==> src/rtl/fetch_unit_pkg.sv <==
// Shared definitions for the fetch stage: instruction field positions,
// instruction-type encodings and the fetch state encoding.
package fetch_unit_pkg;

    localparam int TYPE_MSB = 31;
    localparam int TYPE_LSB = 30;
    localparam int OP_MSB   = 29;
    localparam int OP_LSB   = 26;
    localparam int RD_MSB   = 25;
    localparam int RD_LSB   = 21;
    localparam int RS1_MSB  = 20;
    localparam int RS1_LSB  = 16;
    localparam int RS2_MSB  = 15;
    localparam int RS2_LSB  = 11;
    localparam int IMM_MSB  = 15;
    localparam int IMM_LSB  = 0;

    typedef enum logic [1:0] {
        R_TYPE = 2'b00,
        I_TYPE = 2'b01,
        M_TYPE = 2'b10,
        B_TYPE = 2'b11
    } instr_type_t;

    typedef enum logic {
        ST_RUN  = 1'b0,
        ST_HALT = 1'b1
    } fetch_state_t;

endpackage

==> src/rtl/fetch_queue.sv <==
// Small circular instruction queue with count-based full/empty, flush, and
// push-while-full allowed when a pop happens in the same cycle.
module fetch_queue #(
    parameter int WIDTH = 48,
    parameter int DEPTH = 2,
    localparam int PTR_W = (DEPTH > 1) ? $clog2(DEPTH) : 1,
    localparam int CNT_W = $clog2(DEPTH + 1)
) (
    input  logic             clk,
    input  logic             rst_n,
    input  logic             push,
    input  logic [WIDTH-1:0] push_data,
    input  logic             pop,
    input  logic             flush,
    output logic [WIDTH-1:0] head_data,
    output logic [CNT_W-1:0] count,
    output logic             empty,
    output logic             full
);

    logic [WIDTH-1:0] mem [DEPTH];
    logic [PTR_W-1:0] wr_ptr;
    logic [PTR_W-1:0] rd_ptr;
    logic             do_push;
    logic             do_pop;

    function automatic logic [PTR_W-1:0] ptr_inc(input logic [PTR_W-1:0] p);
        return (p == PTR_W'(DEPTH - 1)) ? '0 : p + PTR_W'(1);
    endfunction

    assign empty     = (count == '0);
    assign full      = (count == CNT_W'(DEPTH));
    assign do_pop    = pop & ~empty;
    assign do_push   = push & (~full | do_pop);
    assign head_data = mem[rd_ptr];

    always_ff @(posedge clk or negedge rst_n) begin
        if (!rst_n) begin
            wr_ptr <= '0;
            rd_ptr <= '0;
            count  <= '0;
        end else if (flush) begin
            wr_ptr <= '0;
            rd_ptr <= '0;
            count  <= '0;
        end else begin
            if (do_push) wr_ptr <= ptr_inc(wr_ptr);
            if (do_pop)  rd_ptr <= ptr_inc(rd_ptr);
            case ({do_push, do_pop})
                2'b10:   count <= count + CNT_W'(1);
                2'b01:   count <= count - CNT_W'(1);
                default: count <= count;
            endcase
        end
    end

    // Storage is data only; validity is tracked entirely by the pointers/count.
    always_ff @(posedge clk) begin
        if (do_push && !flush) mem[wr_ptr] <= push_data;
    end

endmodule

==> src/rtl/fetch_unit.sv <==
// Instruction fetch: PC, RUN/HALT control, redirect with epoch filtering and a
// credit-limited issue into fetch_queue. Define FETCH_PERF_EN for perf counters.
module fetch_unit
    import fetch_unit_pkg::*;
#(
    parameter int          ADDR_W   = 16,
    parameter int          INSTR_W  = 32,
    parameter int          DEPTH    = 2,
    parameter logic [ADDR_W-1:0] RESET_PC = '0
) (
    input  logic              clk,
    input  logic              rst_n,
    input  logic              halt,
    input  logic              redirect_valid,
    input  logic [ADDR_W-1:0] redirect_pc,
    output logic              imem_en,
    output logic [ADDR_W-1:0] imem_addr,
    input  logic [INSTR_W-1:0] imem_rdata,
    output logic              id_valid,
    input  logic              id_ready,
    output logic [ADDR_W-1:0] id_pc,
    output logic [1:0]        id_type,
    output logic [3:0]        id_op,
    output logic [4:0]        id_rd,
    output logic [4:0]        id_rs1,
    output logic [4:0]        id_rs2,
    output logic [15:0]       id_imm
`ifdef FETCH_PERF_EN
    ,
    output logic [31:0]       perf_fetch_cnt,
    output logic [31:0]       perf_flush_cnt,
    output logic [31:0]       perf_stall_cnt
`endif
);

    localparam int QW    = ADDR_W + INSTR_W;
    localparam int CNT_W = $clog2(DEPTH + 1);

    fetch_state_t      state, state_nxt;
    logic [ADDR_W-1:0] pc;
    logic              inflight;
    logic [ADDR_W-1:0] inflight_pc;
    logic              inflight_epoch;
    logic              epoch;
    logic              pop;
    logic              issue;
    logic              push;
    logic [CNT_W-1:0]  q_count;
    logic              q_empty;
    logic              q_full;
    logic [QW-1:0]     q_head;
    logic [INSTR_W-1:0] head_instr;
    logic [CNT_W:0]    credit_used;
    logic [CNT_W:0]    credit_limit;

    always_ff @(posedge clk or negedge rst_n) begin
        if (!rst_n) state <= ST_RUN;
        else        state <= state_nxt;
    end

    always_comb begin
        state_nxt = state;
        case (state)
            ST_RUN:  if (halt)  state_nxt = ST_HALT;
            ST_HALT: if (!halt) state_nxt = ST_RUN;
        endcase
    end

    // Credit check counts queued entries plus the outstanding read, net of this cycle's pop.
    assign pop          = id_valid & id_ready;
    assign credit_used  = {1'b0, q_count} + (CNT_W+1)'(inflight);
    assign credit_limit = (CNT_W+1)'(DEPTH) + (CNT_W+1)'(pop);
    assign issue        = rst_n & (state == ST_RUN) & ~halt & ~redirect_valid
                        & (credit_used < credit_limit);
    assign imem_en      = issue;
    assign imem_addr    = pc;

    always_ff @(posedge clk or negedge rst_n) begin
        if (!rst_n) begin
            pc             <= RESET_PC;
            inflight       <= 1'b0;
            inflight_pc    <= '0;
            inflight_epoch <= 1'b0;
            epoch          <= 1'b0;
        end else begin
            inflight <= issue;
            if (issue) begin
                inflight_pc    <= pc;
                inflight_epoch <= epoch;
            end
            if (redirect_valid) begin
                pc    <= redirect_pc;
                epoch <= ~epoch;
            end else if (issue) begin
                pc <= pc + ADDR_W'(1);
            end
        end
    end

    // A same-cycle redirect flushes the queue, which also discards this push.
    assign push = inflight & (inflight_epoch == epoch);

    fetch_queue #(
        .WIDTH (QW),
        .DEPTH (DEPTH)
    ) u_queue (
        .clk       (clk),
        .rst_n     (rst_n),
        .push      (push),
        .push_data ({inflight_pc, imem_rdata}),
        .pop       (pop),
        .flush     (redirect_valid),
        .head_data (q_head),
        .count     (q_count),
        .empty     (q_empty),
        .full      (q_full)
    );

    push_never_dropped: assert property (@(posedge clk) disable iff (!rst_n)
        !(push && q_full && !pop && !redirect_valid));

    assign id_valid   = ~q_empty;
    assign head_instr = q_empty ? '0 : q_head[INSTR_W-1:0];
    assign id_pc      = q_empty ? '0 : q_head[QW-1:INSTR_W];
    assign id_type    = head_instr[TYPE_MSB:TYPE_LSB];
    assign id_op      = head_instr[OP_MSB:OP_LSB];
    assign id_rd      = head_instr[RD_MSB:RD_LSB];
    assign id_rs1     = head_instr[RS1_MSB:RS1_LSB];
    assign id_rs2     = head_instr[RS2_MSB:RS2_LSB];
    assign id_imm     = head_instr[IMM_MSB:IMM_LSB];

`ifdef FETCH_PERF_EN
    always_ff @(posedge clk or negedge rst_n) begin
        if (!rst_n) begin
            perf_fetch_cnt <= '0;
            perf_flush_cnt <= '0;
            perf_stall_cnt <= '0;
        end else begin
            if (issue)                 perf_fetch_cnt <= perf_fetch_cnt + 32'd1;
            if (redirect_valid)        perf_flush_cnt <= perf_flush_cnt + 32'd1;
            if (id_valid && !id_ready) perf_stall_cnt <= perf_stall_cnt + 32'd1;
        end
    end
`endif

endmodule
==> config.mk <==
export PLATFORM = sky130hd
export DESIGN_NAME = fetch_unit
export DESIGN_NICKNAME = d
export VERILOG_FILES = /design/src/rtl/fetch_unit_pkg.sv /design/src/rtl/fetch_queue.sv /design/src/rtl/fetch_unit.sv
export SDC_FILE = /design/constraint.sdc
export NUM_CORES = 1
export LEC_CHECK = 0
export BUFFER_PORTS_ARGS = -buffer_cell sky130_fd_sc_hd__buf_2
export CAP_MARGIN = 20
export CORE_ASPECT_RATIO = 0.5
export CORE_MARGIN = 10
export CORE_UTILIZATION = 54
export DETAILED_ROUTE_END_ITERATION = 10
export PLACE_DENSITY = 0.87
export SLEW_MARGIN = 20
export SYNTH_ARGS = -nofsm -noshare
export SYNTH_HDL_FRONTEND = slang
export SYNTH_SLANG_ARGS = --single-unit
==> constraint.sdc <==
create_clock -name clk -period 6.7 [get_ports clk]
set_clock_uncertainty 0.15 [all_clocks]
set_input_delay 0.335 -clock clk [delete_from_list [all_inputs] [get_ports clk]]
set_output_delay 0.335 -clock clk [all_outputs]
set_load 0.05 [all_outputs]
==> results of run 1 <==
state kept, by name, summed over array words and instances, names as in the netlist:
register	flops
imem_addr	16
inflight_pc	16
u_queue.count	2
epoch	1
state	1
u_queue.mem	96
inflight	1
u_queue.wr_ptr	1
inflight_epoch	1
u_queue.rd_ptr	1
what timing repair did:
item	CTS	global route
setup buffers	0	0
endpoints found under the setup margin	0	0
gates resized for setup	0	0
hold buffers	43	0
endpoints found under the hold margin	114	0
path summary, 6_finish.rpt:
path                       cells past startpoint  slack [ns]                    startpoint                      endpoint
min in group asynchronous                      2        0.47                         rst_n   inflight_pc[14]$_DFFE_PN0P_
max                                            6        3.23                         rst_n                       imem_en
max in group asynchronous                      2        5.33                         rst_n    u_queue.rd_ptr$_DFFE_PN0P_
min                                            2        0.01               redirect_pc[13]     imem_addr[13]$_DFFE_PN0P_
min reg2reg                                    0        0.32   inflight_pc[14]$_DFFE_PN0P_  u_queue.mem[1][46]$_DFFE_PP_
max reg2reg                                    5        4.17  u_queue.count[0]$_DFFE_PN0P_    inflight_pc[5]$_DFFE_PN0P_
kinds of logic (layout without fill, tap and decap cells):
family	after synthesis	after routing	share of synthesized area (%)
multiplexers	69	69	12.8
XOR/XNOR	19	19	2.98
AND/OR/NAND/NOR	101	101	9.13
flip-flops	136	136	69.4
AO/OA/AOI/OAI	21	21	2.10
adder cells (fa/ha/maj)	3	3	0.671
buffers and inverters	26	204	2.89
Yosys cell counts (all sizes together), types with 3 or more instances:
cell type  count  share of area (%)
mux2i         49                8.8
and4           5               0.78
xnor2          4               0.63
nand2         18                1.3
nand3          4               0.36
ha             3               0.67
and3           4               0.45
nand4          8                1.0
mux2          20                4.0
o21ai         17                1.6
clkbuf         7               0.65
dfrtp         40                 18
nor2          53                3.8
xor2          15                2.3
edfxtp        96                 52
buf           16                1.9
area by class of cell:
class | count | area, um2 | area share [%]
Clock buffer | 19 | 453 | 6.20
Clock inverter | 13 | 129 | 1.76
Inverter | 2 | 7.51 | 0.103
Multi-Input combinational cell | 213 | 1570 | 21.4
Sequential cell | 136 | 3880 | 53.1
Tap cell | 140 | 175 | 2.40
Timing Repair Buffer | 170 | 1100 | 15.0
metal layers:
layer	share of wire [%]	global-route usage (%)
met1	41	18.7
met2	53	29.0
met3	4.6	4.50
met4	1.4	7.32
met5	0	0
critical path, stage by stage:
cell           delay [ns]
dlygate4sd3_1        0.53
buf_2                0.70
nor4b_4              0.58
nand2_4              0.15
nor2_8               0.33
buf_2                0.34
power breakdown:
part | switching [W] | internal (W) | leakage (nW)
Sequential | 0.0000485 | 0.000967 | 1.36
Clock | 0.000332 | 0.000563 | 0.282
Combinational | 0.000139 | 0.0000859 | 1.30
Total | 0.000520 | 0.00162 | 2.94
metrics by stage:
stage	setup WS (ns)	total power, W	std cells	utilization (%)
3_3_place_gp	3.82	0.00122	617	61.8
4_1_cts	3.19	0.00215	692	71.8
2_1_floorplan	1.68	0.00116	375	-
6_report	3.23	0.00214	693	72.0
5_1_grt	2.98	0.00222	693	72.0
3_5_place_dp	3.74	0.00123	617	61.8
==> impl_results.html, run 1 <==
<table>
<tr><th>Metric</th><th>Value</th></tr>
<tr><th colspan="2">Critical path</th></tr>
<tr><td>Launching element type of the critical path</td><td>input port</td></tr>
<tr><td>CP Max Fanout</td><td>41</td></tr>
<tr><td>Category of the critical setup timing path</td><td>input port to output pin</td></tr>
<tr><td>Critical path data required time</td><td>6.21 ns</td></tr>
<tr><td>Signal arrival time at the worst endpoint</td><td>roughly 3.0 ns</td></tr>
<tr><td>Crit path capture type</td><td>output pin</td></tr>
<tr><th colspan="2">Floorplan</th></tr>
<tr><td>Effective utilization at floorplan</td><td>55.1%</td></tr>
<tr><td>Number of rows created at floorplan</td><td>26</td></tr>
<tr><td>Die Outline Area</td><td>~15000 um2</td></tr>
<tr><td>Floorplan Core Area</td><td>~10000 um2</td></tr>
<tr><td>Die height</td><td>between 90 and 100 um</td></tr>
<tr><td>I/O pin total</td><td>124</td></tr>
<tr><td>Chip width</td><td>between 150 and 200 um</td></tr>
<tr><th colspan="2">Synth</th></tr>
<tr><td>Net count after synthesis</td><td>~430</td></tr>
<tr><td>Post-synthesis instance total</td><td>roughly 380</td></tr>
<tr><td>EDFF count, synth</td><td>96</td></tr>
<tr><td>Count of distinct cell types in the synthesized netlist</td><td>37</td></tr>
<tr><td>Netlist Area Pre-Place</td><td>roughly 5600 um2</td></tr>
<tr><td>Avg Cell Area, Syn</td><td>14.9 um2</td></tr>
<tr><td>Flip-flop and latch count after synthesis</td><td>between 100 and 150</td></tr>
<tr><td>Fraction of registers with async set or reset after synthesis</td><td>around 29%</td></tr>
<tr><td>Commonest register cell after synthesis</td><td>edfxtp_1</td></tr>
<tr><td>Yosys warning total</td><td>0</td></tr>
<tr><td>Part of the Yosys area used for sequential elements</td><td>a little over two thirds</td></tr>
<tr><th colspan="2">Cells and area</th></tr>
<tr><td>Filler Cells Inserted</td><td>706</td></tr>
<tr><td>Net count, final</td><td>596</td></tr>
<tr><td>Number of diodes added for antenna fixing</td><td>0</td></tr>
<tr><td>Design Area, Final</td><td>~7300 um2</td></tr>
<tr><td>Layout cell share with drive strength beyond 1</td><td>between 30% and 40%</td></tr>
<tr><td>Commonest non-fill, non-tap cell in the layout</td><td>buf_2</td></tr>
<tr><td>Post-synthesis to final-layout area growth</td><td>30.7%</td></tr>
<tr><td>Commonest cells after routing, fill and taps aside</td><td>buf_2 (123), edfxtp_1 (96), nor2_1 (51), mux2i_1 (49), dlygate4sd3_1 (43)</td></tr>
<tr><th colspan="2">STA</th></tr>
<tr><td>Setup tns final</td><td>0 ns</td></tr>
<tr><td>Max Clock Freq</td><td>roughly 290 MHz</td></tr>
<tr><td>Final hold violation count</td><td>0</td></tr>
<tr><td>Final max-slew violation count</td><td>0</td></tr>
<tr><td>Min Tclk post-route</td><td>~3.5 ns</td></tr>
<tr><td>Share of the clock period used by the worst path after layout</td><td>51.8%</td></tr>
<tr><td>Final setup vio count</td><td>0</td></tr>
<tr><td>Slew margin rel.</td><td>40.1%</td></tr>
<tr><td>Worst Hold Slack</td><td>0.0116 ns</td></tr>
<tr><td>Slew @ Worst Pin</td><td>0.898 ns</td></tr>
<tr><td>Setup repair after global routing missed its margin</td><td>no</td></tr>
<tr><th colspan="2">Drt</th></tr>
<tr><td>DRT Wirelength</td><td>12.2 mm</td></tr>
<tr><td>Routed len/inst</td><td>between 15 and 20 um</td></tr>
<tr><td>Drt via density</td><td>just over 5</td></tr>
<tr><td>Vias after detailed routing</td><td>between 3k and 4k</td></tr>
<tr><td>Router iterations before antenna repair</td><td>4</td></tr>
<tr><td>Remaining DRCs</td><td>0</td></tr>
<tr><td>Count of antenna-violating nets left after detailed routing</td><td>0</td></tr>
<tr><td>Number of DRC markers after the initial detailed-route iteration</td><td>between 100 and 150</td></tr>
<tr><th colspan="2">GRT</th></tr>
<tr><td>Initial antenna violation count</td><td>0</td></tr>
<tr><td>Vias in the first global route</td><td>3856</td></tr>
<tr><td>Global-route congestion overflow total</td><td>0</td></tr>
<tr><td>Maximum number of pins on one net before global-route repair</td><td>51</td></tr>
<tr><td>GRT Util Overall</td><td>between 10% and 20%</td></tr>
<tr><td>Global-route wire length before repair</td><td>about 20 mm</td></tr>
<tr><th colspan="2">CTS</th></tr>
<tr><td>Total clock buffers created by CTS</td><td>17</td></tr>
<tr><td>Number of clock sinks seen by CTS</td><td>approximately 140</td></tr>
<tr><td>Worst-path clk slew</td><td>roughly 0.050 ns</td></tr>
<tr><td>Root buffer cell</td><td>clkbuf_16</td></tr>
<tr><td>Skew-Pair Late Insertion Delay</td><td>roughly 0.4 ns</td></tr>
<tr><td>H-Tree Level Count</td><td>4</td></tr>
<tr><td>Clock tree from TritonCTS</td><td>built</td></tr>
<tr><td>Maximum number of buffers from clock root to sink</td><td>2</td></tr>
<tr><th colspan="2">Placement</th></tr>
<tr><td>DP Wirelength</td><td>7.85 mm</td></tr>
<tr><td>IO Port Bufs</td><td>123</td></tr>
<tr><td>Final weighted congestion in routability-driven placement</td><td>around 0.8</td></tr>
<tr><td>Cell area reported after detailed placement</td><td>6270 um2</td></tr>
<tr><th colspan="2">Job</th></tr>
<tr><td>Number of maximum-capacitance constraint violations</td><td>0</td></tr>
<tr><th colspan="2">Pwr</th></tr>
<tr><td>Static leakage power</td><td>roughly 3 nW</td></tr>
<tr><td>Pwr dens</td><td>around 290 nW/um2</td></tr>
<tr><td>Worst vdd ir</td><td>168 uV</td></tr>
<tr><th colspan="2">Min path</th></tr>
<tr><td>Class of the tightest hold or removal check</td><td>input port to register</td></tr>
<tr><th colspan="2">Outcome</th></tr>
<tr><td>Run status</td><td>complete, no violations</td></tr>
</table>
No activity file was read; power rests on OpenSTA's default activity.
==> run 2: changes to the inputs <==
--- a/config.mk
+++ b/config.mk
@@ -5,13 +5,14 @@
 export SDC_FILE = /design/constraint.sdc
 export NUM_CORES = 1
 export LEC_CHECK = 0
+export ABC_AREA = 1
 export BUFFER_PORTS_ARGS = -buffer_cell sky130_fd_sc_hd__buf_2
 export CAP_MARGIN = 20
 export CORE_ASPECT_RATIO = 0.5
 export CORE_MARGIN = 10
 export CORE_UTILIZATION = 54
 export DETAILED_ROUTE_END_ITERATION = 10
-export PLACE_DENSITY = 0.87
+export PLACE_DENSITY = 0.86
 export SLEW_MARGIN = 20
 export SYNTH_ARGS = -nofsm -noshare
 export SYNTH_HDL_FRONTEND = slang
==> constraint.sdc (replaced) <==
create_clock -name clk -period 3.2 [get_ports clk]
set_clock_uncertainty 0.15 [all_clocks]
set_input_delay 0.16 -clock clk [delete_from_list [all_inputs] [get_ports clk]]
set_output_delay 0.16 -clock clk [all_outputs]
set_load 0.05 [all_outputs]
==> impl_results.html, run 2 <==
<table>
<tr><th>Metric</th><th>Value</th></tr>
<tr><th colspan="2">Floorplan</th></tr>
<tr><td>I/O pin total</td><td>124</td></tr>
<tr><td>Die height</td><td>92.9 um</td></tr>
<tr><td>Effective utilization at floorplan</td><td>55.8%</td></tr>
<tr><td>Floorplan Core Area</td><td>10300 um2</td></tr>
<tr><td>Number of rows created at floorplan</td><td>26</td></tr>
<tr><td>Chip width</td><td>around 170 um</td></tr>
<tr><td>Die Outline Area</td><td>between 15000 and 20000 um2</td></tr>
<tr><th colspan="2">Cells and area</th></tr>
<tr><td>Layout cell share with drive strength beyond 1</td><td>around a quarter</td></tr>
<tr><td>Filler Cells Inserted</td><td>approximately 670</td></tr>
<tr><td>Register with the most flip-flops</td><td>u_queue.mem</td></tr>
<tr><td>Number of diodes added for antenna fixing</td><td>0</td></tr>
<tr><td>Flip-flop count of the largest register, all copies and words added</td><td>96</td></tr>
<tr><td>Commonest non-fill, non-tap cell in the layout</td><td>nand2_1</td></tr>
<tr><td>Net count, final</td><td>about 770</td></tr>
<tr><td>Commonest cells after routing, fill and taps aside</td><td>nand2_1 (185), buf_2 (123), edfxtp_1 (96), a21oi_1 (52), dlygate4sd3_1 (50)</td></tr>
<tr><td>Fin util</td><td>73.6%</td></tr>
<tr><td>Post-synthesis to final-layout area growth</td><td>31.9%</td></tr>
<tr><th colspan="2">Synth</th></tr>
<tr><td>Commonest register cell after synthesis</td><td>edfxtp_1</td></tr>
<tr><td>Simple-gate share of the synthesized area</td><td>19.3%</td></tr>
<tr><td>Commonest cells post-synth</td><td>nand2_1 (185), edfxtp_1 (96), a21oi_1 (52), dfrtp_1 (40), nand3_1 (40)</td></tr>
<tr><td>Adder-Cell Fraction of Synth Area</td><td>0.654%</td></tr>
<tr><td>EDFF count, synth</td><td>96</td></tr>
<tr><td>Library cell with the highest instance count after synthesis</td><td>nand2_1</td></tr>
<tr><td>Count of distinct cell types in the synthesized netlist</td><td>28</td></tr>
<tr><td>Multiplexer share of the synthesized area</td><td>0%</td></tr>
<tr><td>Top cell type's share of synthesized area</td><td>between 50% and 60%</td></tr>
<tr><td>Netlist Area Pre-Place</td><td>roughly 5700 um2</td></tr>
<tr><td>Yosys warning total</td><td>0</td></tr>
<tr><td>Top cell type by total area after synthesis</td><td>edfxtp_1</td></tr>
<tr><td>Largest cells by area after synthesis</td><td>edfxtp_1 (50%), dfrtp_1 (17%), nand2_1 (12%)</td></tr>
<tr><td>Post-synthesis instance total</td><td>around 540</td></tr>
<tr><td>Compound-cell area share of the yosys netlist</td><td>roughly 6.9%</td></tr>
<tr><td>Flip-flop and latch count after synthesis</td><td>between 100 and 150</td></tr>
<tr><td>Avg Cell Area, Syn</td><td>10.6 um2</td></tr>
<tr><td>Net count after synthesis</td><td>598</td></tr>
<tr><td>Largest family of logic cells by synthesized area</td><td>simple AND/OR/NAND/NOR gates</td></tr>
<tr><td>Fraction of registers with async set or reset after synthesis</td><td>between 20 and 30%</td></tr>
<tr><td>Part of the Yosys area used for sequential elements</td><td>about two thirds</td></tr>
<tr><td>Parity-gate share of the synthesized area counting xor and xnor cells</td><td>less than 1%</td></tr>
<tr><th colspan="2">Placement</th></tr>
<tr><td>DP Wirelength</td><td>a little under 9 mm</td></tr>
<tr><td>Final weighted congestion in routability-driven placement</td><td>roughly 0.9</td></tr>
<tr><td>IO Port Bufs</td><td>between 100 and 150</td></tr>
<tr><th colspan="2">CTS</th></tr>
<tr><td>Maximum number of buffers from clock root to sink</td><td>2</td></tr>
<tr><td>Root buffer cell</td><td>clkbuf_16</td></tr>
<tr><td>Total clock buffers created by CTS</td><td>17</td></tr>
<tr><td>Number of clock sinks seen by CTS</td><td>roughly 140</td></tr>
<tr><td>Post_cts resized</td><td>0</td></tr>
<tr><td>H-Tree Level Count</td><td>4</td></tr>
<tr><td>Skew-Pair Late Insertion Delay</td><td>between 0.4 and 0.5 ns</td></tr>
<tr><td>Clock tree from TritonCTS</td><td>built</td></tr>
<tr><td>Worst-path clk slew</td><td>around 0.06 ns</td></tr>
<tr><th colspan="2">STA</th></tr>
<tr><td>Final hold violation count</td><td>0</td></tr>
<tr><td>Setup tns final</td><td>0 ns</td></tr>
<tr><td>Max Clock Freq</td><td>between 400 and 500 MHz</td></tr>
<tr><td>Setup repair after global routing missed its margin</td><td>no</td></tr>
<tr><td>Slew margin rel.</td><td>43.9%</td></tr>
<tr><td>Final setup vio count</td><td>0</td></tr>
<tr><td>Final max-slew violation count</td><td>0</td></tr>
<tr><td>Share of the clock period used by the worst path after layout</td><td>between 70% and 80%</td></tr>
<tr><td>Min Tclk post-route</td><td>2.46 ns</td></tr>
<tr><td>Slew @ Worst Pin</td><td>about 0.84 ns</td></tr>
<tr><th colspan="2">Drt</th></tr>
<tr><td>Routed len/inst</td><td>16.3 um</td></tr>
<tr><td>DRT Wirelength</td><td>about 14 mm</td></tr>
<tr><td>Count of antenna-violating nets left after detailed routing</td><td>0</td></tr>
<tr><td>Number of DRC markers after the initial detailed-route iteration</td><td>424</td></tr>
<tr><td>Vias after detailed routing</td><td>roughly 4.5k</td></tr>
<tr><td>Remaining DRCs</td><td>0</td></tr>
<tr><td>Drt via density</td><td>5.21</td></tr>
<tr><td>Router iterations before antenna repair</td><td>5</td></tr>
<tr><th colspan="2">GRT</th></tr>
<tr><td>Global-route congestion overflow total</td><td>0</td></tr>
<tr><td>Initial antenna violation count</td><td>0</td></tr>
<tr><td>Vias in the first global route</td><td>around 4.5k</td></tr>
<tr><td>GRT Util Overall</td><td>a little under a fifth</td></tr>
<tr><td>Global-route wire length before repair</td><td>between 20 and 25 mm</td></tr>
<tr><td>Maximum number of pins on one net before global-route repair</td><td>about 50</td></tr>
<tr><th colspan="2">Pwr</th></tr>
<tr><td>Switching share of power</td><td>about two fifths</td></tr>
<tr><td>Static leakage power</td><td>around 3.3 nW</td></tr>
<tr><td>Reported net switching power</td><td>around 0.0024 W</td></tr>
<tr><td>Cell-internal power</td><td>between 0.003 and 0.004 W</td></tr>
<tr><td>Sequential group share of total power</td><td>35.8%</td></tr>
<tr><td>Share of total power in the clock network</td><td>between 30% and 40%</td></tr>
<tr><td>Combinational share of power</td><td>about a third</td></tr>
<tr><td>Pwr dens</td><td>825 nW/um2</td></tr>
<tr><td>Worst vdd ir</td><td>approximately 530 uV</td></tr>
<tr><th colspan="2">Outcome</th></tr>
<tr><td>Run status</td><td>complete, no violations</td></tr>
<tr><th colspan="2">Critical path</th></tr>
<tr><td>Signal arrival time at the worst endpoint</td><td>2.15 ns</td></tr>
<tr><td>Category of the critical setup timing path</td><td>register to output pin</td></tr>
<tr><td>Slowest-stage cell, CP</td><td>dfrtp_1</td></tr>
<tr><td>Crit path capture type</td><td>output pin</td></tr>
<tr><td>CP Max Fanout</td><td>14</td></tr>
<tr><td>Critical path data required time</td><td>between 2 and 3 ns</td></tr>
<tr><td>Launching element type of the critical path</td><td>register</td></tr>
<tr><td>Cells traversed along the worst timing path</td><td>ha_1, ha_1, inv_1, nand4_2, a21oi_4, buf_2</td></tr>
<tr><td>Largest stage delay on the critical path</td><td>roughly 0.42 ns</td></tr>
<tr><td>Worst Path Buf+Inv</td><td>2</td></tr>
<tr><td>Most Frequent Cell on Critical Path</td><td>ha_1</td></tr>
<tr><td>Cell type group with the largest total delay on the critical path</td><td>buffers and inverters</td></tr>
<tr><th colspan="2">Min path</th></tr>
<tr><td>Class of the tightest hold or removal check</td><td>input port to register</td></tr>
<tr><th colspan="2">Job</th></tr>
<tr><td>Number of maximum-capacitance constraint violations</td><td>0</td></tr>
</table>
==> run 2: kinds of logic (layout without fill, tap and decap cells) <==
logic type | after synthesis | count (layout)
AO/OA/AOI/OAI | 77 | 77
XOR/XNOR | 5 | 5
adder cells (fa/ha/maj) | 3 | 3
buffers and inverters | 60 | 243
flip-flops | 136 | 136
AND/OR/NAND/NOR | 261 | 261
==> run 2: path summary, 6_finish.rpt <==
path,start,to,slack [ns],cells past startpoint
setup / recovery,u_queue.count[0]$_DFFE_PN0P_,imem_en,0.74,6
hold / removal,id_ready,u_queue.rd_ptr$_DFFE_PN0P_,0.03,3
setup reg to reg,u_queue.count[0]$_DFFE_PN0P_,imem_addr[3]$_DFFE_PN0P_,0.89,10
hold reg to reg,inflight_pc[12]$_DFFE_PN0P_,u_queue.mem[0][44]$_DFFE_PP_,0.33,0
max in group asynchronous,rst_n,u_queue.rd_ptr$_DFFE_PN0P_,2.16,3
min in group asynchronous,rst_n,imem_addr[10]$_DFFE_PN0P_,0.06,2
==> run 2: stage by stage <==
stage / setup slack (ns) / area [um2] / hold slack [ns] / total power (W) / cells
finish: 0.740 / 7560 / 0.0252 / 0.00624 / 865
global route: 0.634 / 7560 / 0.0372 / 0.00649 / 865
CTS: 0.748 / 7560 / 0.00922 / 0.00626 / 865
detailed placement: 0.846 / 6440 / -0.0580 / 0.00420 / 783
global placement: 0.936 / 6440 / -0.0665 / 0.00415 / 783
floorplan: 0.498 / 5750 / -0.286 / 0.00372 / 542
==> run 2: layout make-up <==
type | count | area (um2) | area share [%]
multi-input combinational | 346 | 1600 | 21.2
inverter | 32 | 120 | 1.59
timing repair buffer | 179 | 1160 | 15.3
sequential | 136 | 3880 | 51.4
tap | 140 | 175 | 2.32
clock inverter | 13 | 178 | 2.35
clock buffer | 19 | 443 | 5.86
==> run 2: metal layers <==
metal	GRT usage [%]	share of wire [%]	wire length, um	vias to the layer above
met3	4.68	5.6	790	28
li1	-	-	-	2173
met5	0	0	0	-
met1	20.5	41	5800	2160
met4	8.72	2.4	336	0
met2	31.6	51	7150	147
==> run 2: worst min-delay path: stages <==
cell and delay (ns):
buf_2 0.12, nand2_1 0.15, a21oi_1 0.10
==> run 2: power groups by stage <==
stage                     Combinational [W]  Clock (W)  Sequential (W)
after CTS                           0.00199    0.00204         0.00223
after detailed placement            0.00193          0         0.00226
after global routing                0.00212    0.00212         0.00225
final                               0.00199    0.00202         0.00224
after global placement              0.00190          0         0.00225
after floorplan                     0.00142          0         0.00230
==> run 2: repair_timing <==
action | 4_1_cts | 5_1_grt
hold buffers | 50 | 0
endpoints found under the hold margin | 121 | 0
setup buffers | 0 | 0
==> run 3: changes to the inputs <==
==> constraint.sdc (replaced) <==
create_clock -name clk -period 2.32 [get_ports clk]
set_clock_uncertainty 0.15 [all_clocks]
set_input_delay 0.116 -clock clk [delete_from_list [all_inputs] [get_ports clk]]
set_output_delay 0.116 -clock clk [all_outputs]
set_load 0.05 [all_outputs]
==> impl_results.html, run 3 (same netlist as run 2, synthesis figures left out) <==
<table>
<tr><th>Metric</th><th>Value</th></tr>
<tr><th colspan="2">Outcome</th></tr>
<tr><td>Run status</td><td>complete, no violations</td></tr>
<tr><th colspan="2">Floorplan</th></tr>
<tr><td>Die height</td><td>slightly above 90 um</td></tr>
<tr><td>Die Outline Area</td><td>between 15000 and 20000 um2</td></tr>
<tr><td>I/O pin total</td><td>124</td></tr>
<tr><td>Chip width</td><td>about 170 um</td></tr>
<tr><td>Number of rows created at floorplan</td><td>26</td></tr>
<tr><td>Floorplan Core Area</td><td>approximately 10000 um2</td></tr>
<tr><td>Effective utilization at floorplan</td><td>between 50% and 60%</td></tr>
<tr><th colspan="2">Cells and area</th></tr>
<tr><td>Net count, final</td><td>about 800</td></tr>
<tr><td>Commonest non-fill, non-tap cell in the layout</td><td>nand2_1</td></tr>
<tr><td>Commonest cells after routing, fill and taps aside</td><td>nand2_1 (185), buf_2 (122), edfxtp_1 (96), dlygate4sd3_1 (54), a21oi_1 (52)</td></tr>
<tr><td>Register with the most flip-flops</td><td>u_queue.mem</td></tr>
<tr><td>Layout cell share with drive strength beyond 1</td><td>roughly a quarter</td></tr>
<tr><td>Post-synthesis to final-layout area growth</td><td>34.8%</td></tr>
<tr><td>Filler Cells Inserted</td><td>651</td></tr>
<tr><td>Final Instance Count excl. Fillers</td><td>878</td></tr>
<tr><td>Flip-flop count of the largest register, all copies and words added</td><td>96</td></tr>
<tr><td>Number of diodes added for antenna fixing</td><td>0</td></tr>
<tr><th colspan="2">GRT</th></tr>
<tr><td>Vias in the first global route</td><td>4749</td></tr>
<tr><td>GRT Util Overall</td><td>between 10% and 20%</td></tr>
<tr><td>Initial antenna violation count</td><td>0</td></tr>
<tr><td>Maximum number of pins on one net before global-route repair</td><td>slightly below 50</td></tr>
<tr><td>Global-route wire length before repair</td><td>approximately 24 mm</td></tr>
<tr><td>Global-route congestion overflow total</td><td>0</td></tr>
<tr><th colspan="2">Pwr</th></tr>
<tr><td>Sequential group share of total power</td><td>a little over a third</td></tr>
<tr><td>Pwr dens</td><td>1120 nW/um2</td></tr>
<tr><td>Combinational share of power</td><td>roughly 33%</td></tr>
<tr><td>Static leakage power</td><td>approximately 3.4 nW</td></tr>
<tr><td>Cell-internal power</td><td>about 0.0053 W</td></tr>
<tr><td>Switching share of power</td><td>around 38%</td></tr>
<tr><td>Reported net switching power</td><td>between 0.003 and 0.004 W</td></tr>
<tr><td>Share of total power in the clock network</td><td>a little under a third</td></tr>
<tr><td>Worst vdd ir</td><td>approximately 650 uV</td></tr>
<tr><th colspan="2">CTS</th></tr>
<tr><td>Clock tree from TritonCTS</td><td>built</td></tr>
<tr><td>H-Tree Level Count</td><td>4</td></tr>
<tr><td>Total clock buffers created by CTS</td><td>17</td></tr>
<tr><td>Number of clock sinks seen by CTS</td><td>~140</td></tr>
<tr><td>Root buffer cell</td><td>clkbuf_16</td></tr>
<tr><td>Maximum number of buffers from clock root to sink</td><td>2</td></tr>
<tr><td>Skew-Pair Late Insertion Delay</td><td>~0.40 ns</td></tr>
<tr><td>Worst-path clk slew</td><td>roughly 0.06 ns</td></tr>
<tr><th colspan="2">Drt</th></tr>
<tr><td>DRT Wirelength</td><td>14.4 mm</td></tr>
<tr><td>Remaining DRCs</td><td>0</td></tr>
<tr><td>Vias after detailed routing</td><td>4605</td></tr>
<tr><td>Number of DRC markers after the initial detailed-route iteration</td><td>approximately 430</td></tr>
<tr><td>Count of antenna-violating nets left after detailed routing</td><td>0</td></tr>
<tr><td>Routed len/inst</td><td>between 15 and 20 um</td></tr>
<tr><td>Router iterations before antenna repair</td><td>6</td></tr>
<tr><td>Drt via density</td><td>5.24</td></tr>
<tr><th colspan="2">STA</th></tr>
<tr><td>Setup repair after global routing missed its margin</td><td>no</td></tr>
<tr><td>Min Tclk post-route</td><td>between 2 and 2.5 ns</td></tr>
<tr><td>Max Clock Freq</td><td>465 MHz</td></tr>
<tr><td>Slew margin rel.</td><td>between 70% and 80%</td></tr>
<tr><td>Setup tns final</td><td>0 ns</td></tr>
<tr><td>Final hold violation count</td><td>0</td></tr>
<tr><td>Final setup vio count</td><td>0</td></tr>
<tr><td>Final max-slew violation count</td><td>0</td></tr>
<tr><td>Share of the clock period used by the worst path after layout</td><td>92.8%</td></tr>
<tr><td>Slew @ Worst Pin</td><td>roughly 0.33 ns</td></tr>
<tr><th colspan="2">Critical path</th></tr>
<tr><td>Category of the critical setup timing path</td><td>register to output pin</td></tr>
<tr><td>Launching element type of the critical path</td><td>register</td></tr>
<tr><td>Most Frequent Cell on Critical Path</td><td>ha_1</td></tr>
<tr><td>Slowest-stage cell, CP</td><td>dfrtp_1</td></tr>
<tr><td>Critical path data required time</td><td>between 2 and 2.5 ns</td></tr>
<tr><td>Signal arrival time at the worst endpoint</td><td>~1.9 ns</td></tr>
<tr><td>Largest stage delay on the critical path</td><td>between 0.4 and 0.5 ns</td></tr>
<tr><td>Cells traversed along the worst timing path</td><td>ha_1, ha_1, inv_1, nand4_2, a21oi_4, buf_4</td></tr>
<tr><td>Crit path capture type</td><td>output pin</td></tr>
<tr><td>CP Max Fanout</td><td>4</td></tr>
<tr><th colspan="2">Placement</th></tr>
<tr><td>IO Port Bufs</td><td>around 120</td></tr>
<tr><td>Final weighted congestion in routability-driven placement</td><td>0.836</td></tr>
<tr><td>Placed cells</td><td>approximately 790</td></tr>
<tr><td>DP Wirelength</td><td>slightly above 9 mm</td></tr>
<tr><th colspan="2">Min path</th></tr>
<tr><td>Class of the tightest hold or removal check</td><td>input port to register</td></tr>
<tr><th colspan="2">Job</th></tr>
<tr><td>Number of maximum-capacitance constraint violations</td><td>0</td></tr>
</table>
run 3: cell types whose count changed in the layout (fill, tap and decap cells not counted), sizes merged:
| cell | delta |
|---|---|
| inv | +1 |
| dlygate4sd3 | +4 |
| clkbuf | -1 |
| buf | +9 |
run 3: critical path: cells and delay by family (launching register included):
| kind | cells | cell delay (ns) |
|---|---|---|
| DFF | 1 | 0.41 |
| adders and majority gates | 2 | 0.40 |
| buffers and inverters | 2 | 0.31 |
| AOI/OAI and AO/OA | 1 | 0.20 |
| and+or+nand+nor | 1 | 0.14 |
run 3: final cells by class:
type / count / area, um2 / area share, %
Inverter: 32 / 120 / 1.55
Multi-Input combinational cell: 346 / 1620 / 20.9
Sequential cell: 136 / 3880 / 50.3
Clock buffer: 18 / 429 / 5.55
Clock inverter: 14 / 180 / 2.33
Timing Repair Buffer: 192 / 1320 / 17.1
Tap cell: 140 / 175 / 2.27
run 3: what timing repair did:
action                                 4_1_cts  5_1_grt
hold buffers                                54        0
resized for setup                            1        0
setup endpoints to repair                    1        0
endpoints found under the hold margin      121        0
buffers inserted                             1        0
run 3: final timing paths:
check | from | to | slack, ns | cells after the start
setup / recovery | u_queue.count[0]$_DFFE_PN0P_ | imem_en | 0.17 | 6
hold / removal | redirect_valid | u_queue.count[0]$_DFFE_PN0P_ | 0.05 | 4
setup reg to reg | u_queue.count[0]$_DFFE_PN0P_ | imem_addr[0]$_DFFE_PN0P_ | 0.24 | 8
hold reg to reg | inflight_pc[5]$_DFFE_PN0P_ | u_queue.mem[1][37]$_DFFE_PP_ | 0.33 | 0
max in group asynchronous | rst_n | inflight_pc[4]$_DFFE_PN0P_ | 1.60 | 3
min in group asynchronous | rst_n | state$_DFF_PN0_ | 0.11 | 3
run 3: power by group through the flow:
stage | logic (W) | registers, W | clock network, W
after floorplan | 0.00197 | 0.00317 | 0
after global placement | 0.00270 | 0.00310 | 0
after detailed placement | 0.00274 | 0.00312 | 0
after CTS | 0.00283 | 0.00308 | 0.00278
after global routing | 0.00303 | 0.00311 | 0.00290
final | 0.00283 | 0.00308 | 0.00274
run 3: stage by stage:
stage               setup slack [ns]  cell area [um2]  utilization (%)  hold slack [ns]  total power, W
finish                         0.168             7730             75.2           0.0503         0.00866
global route                  0.0857             7730             75.2           0.0911         0.00904
CTS                            0.147             7730             75.2           0.0110         0.00869
detailed placement             0.339             6570             63.9         -0.00467         0.00586
global placement               0.431             6570             63.9          -0.0172         0.00580
floorplan                     -0.154             5770                -           -0.330         0.00514
run 3: metal layers:
metal	vias up	share of wire [%]	GRT usage [%]
li1	2201	-	-
met1	2167	40	21.4
met2	208	51	34.0
met3	29	6.7	5.10
met4	0	1.7	7.18
met5	-	0	0
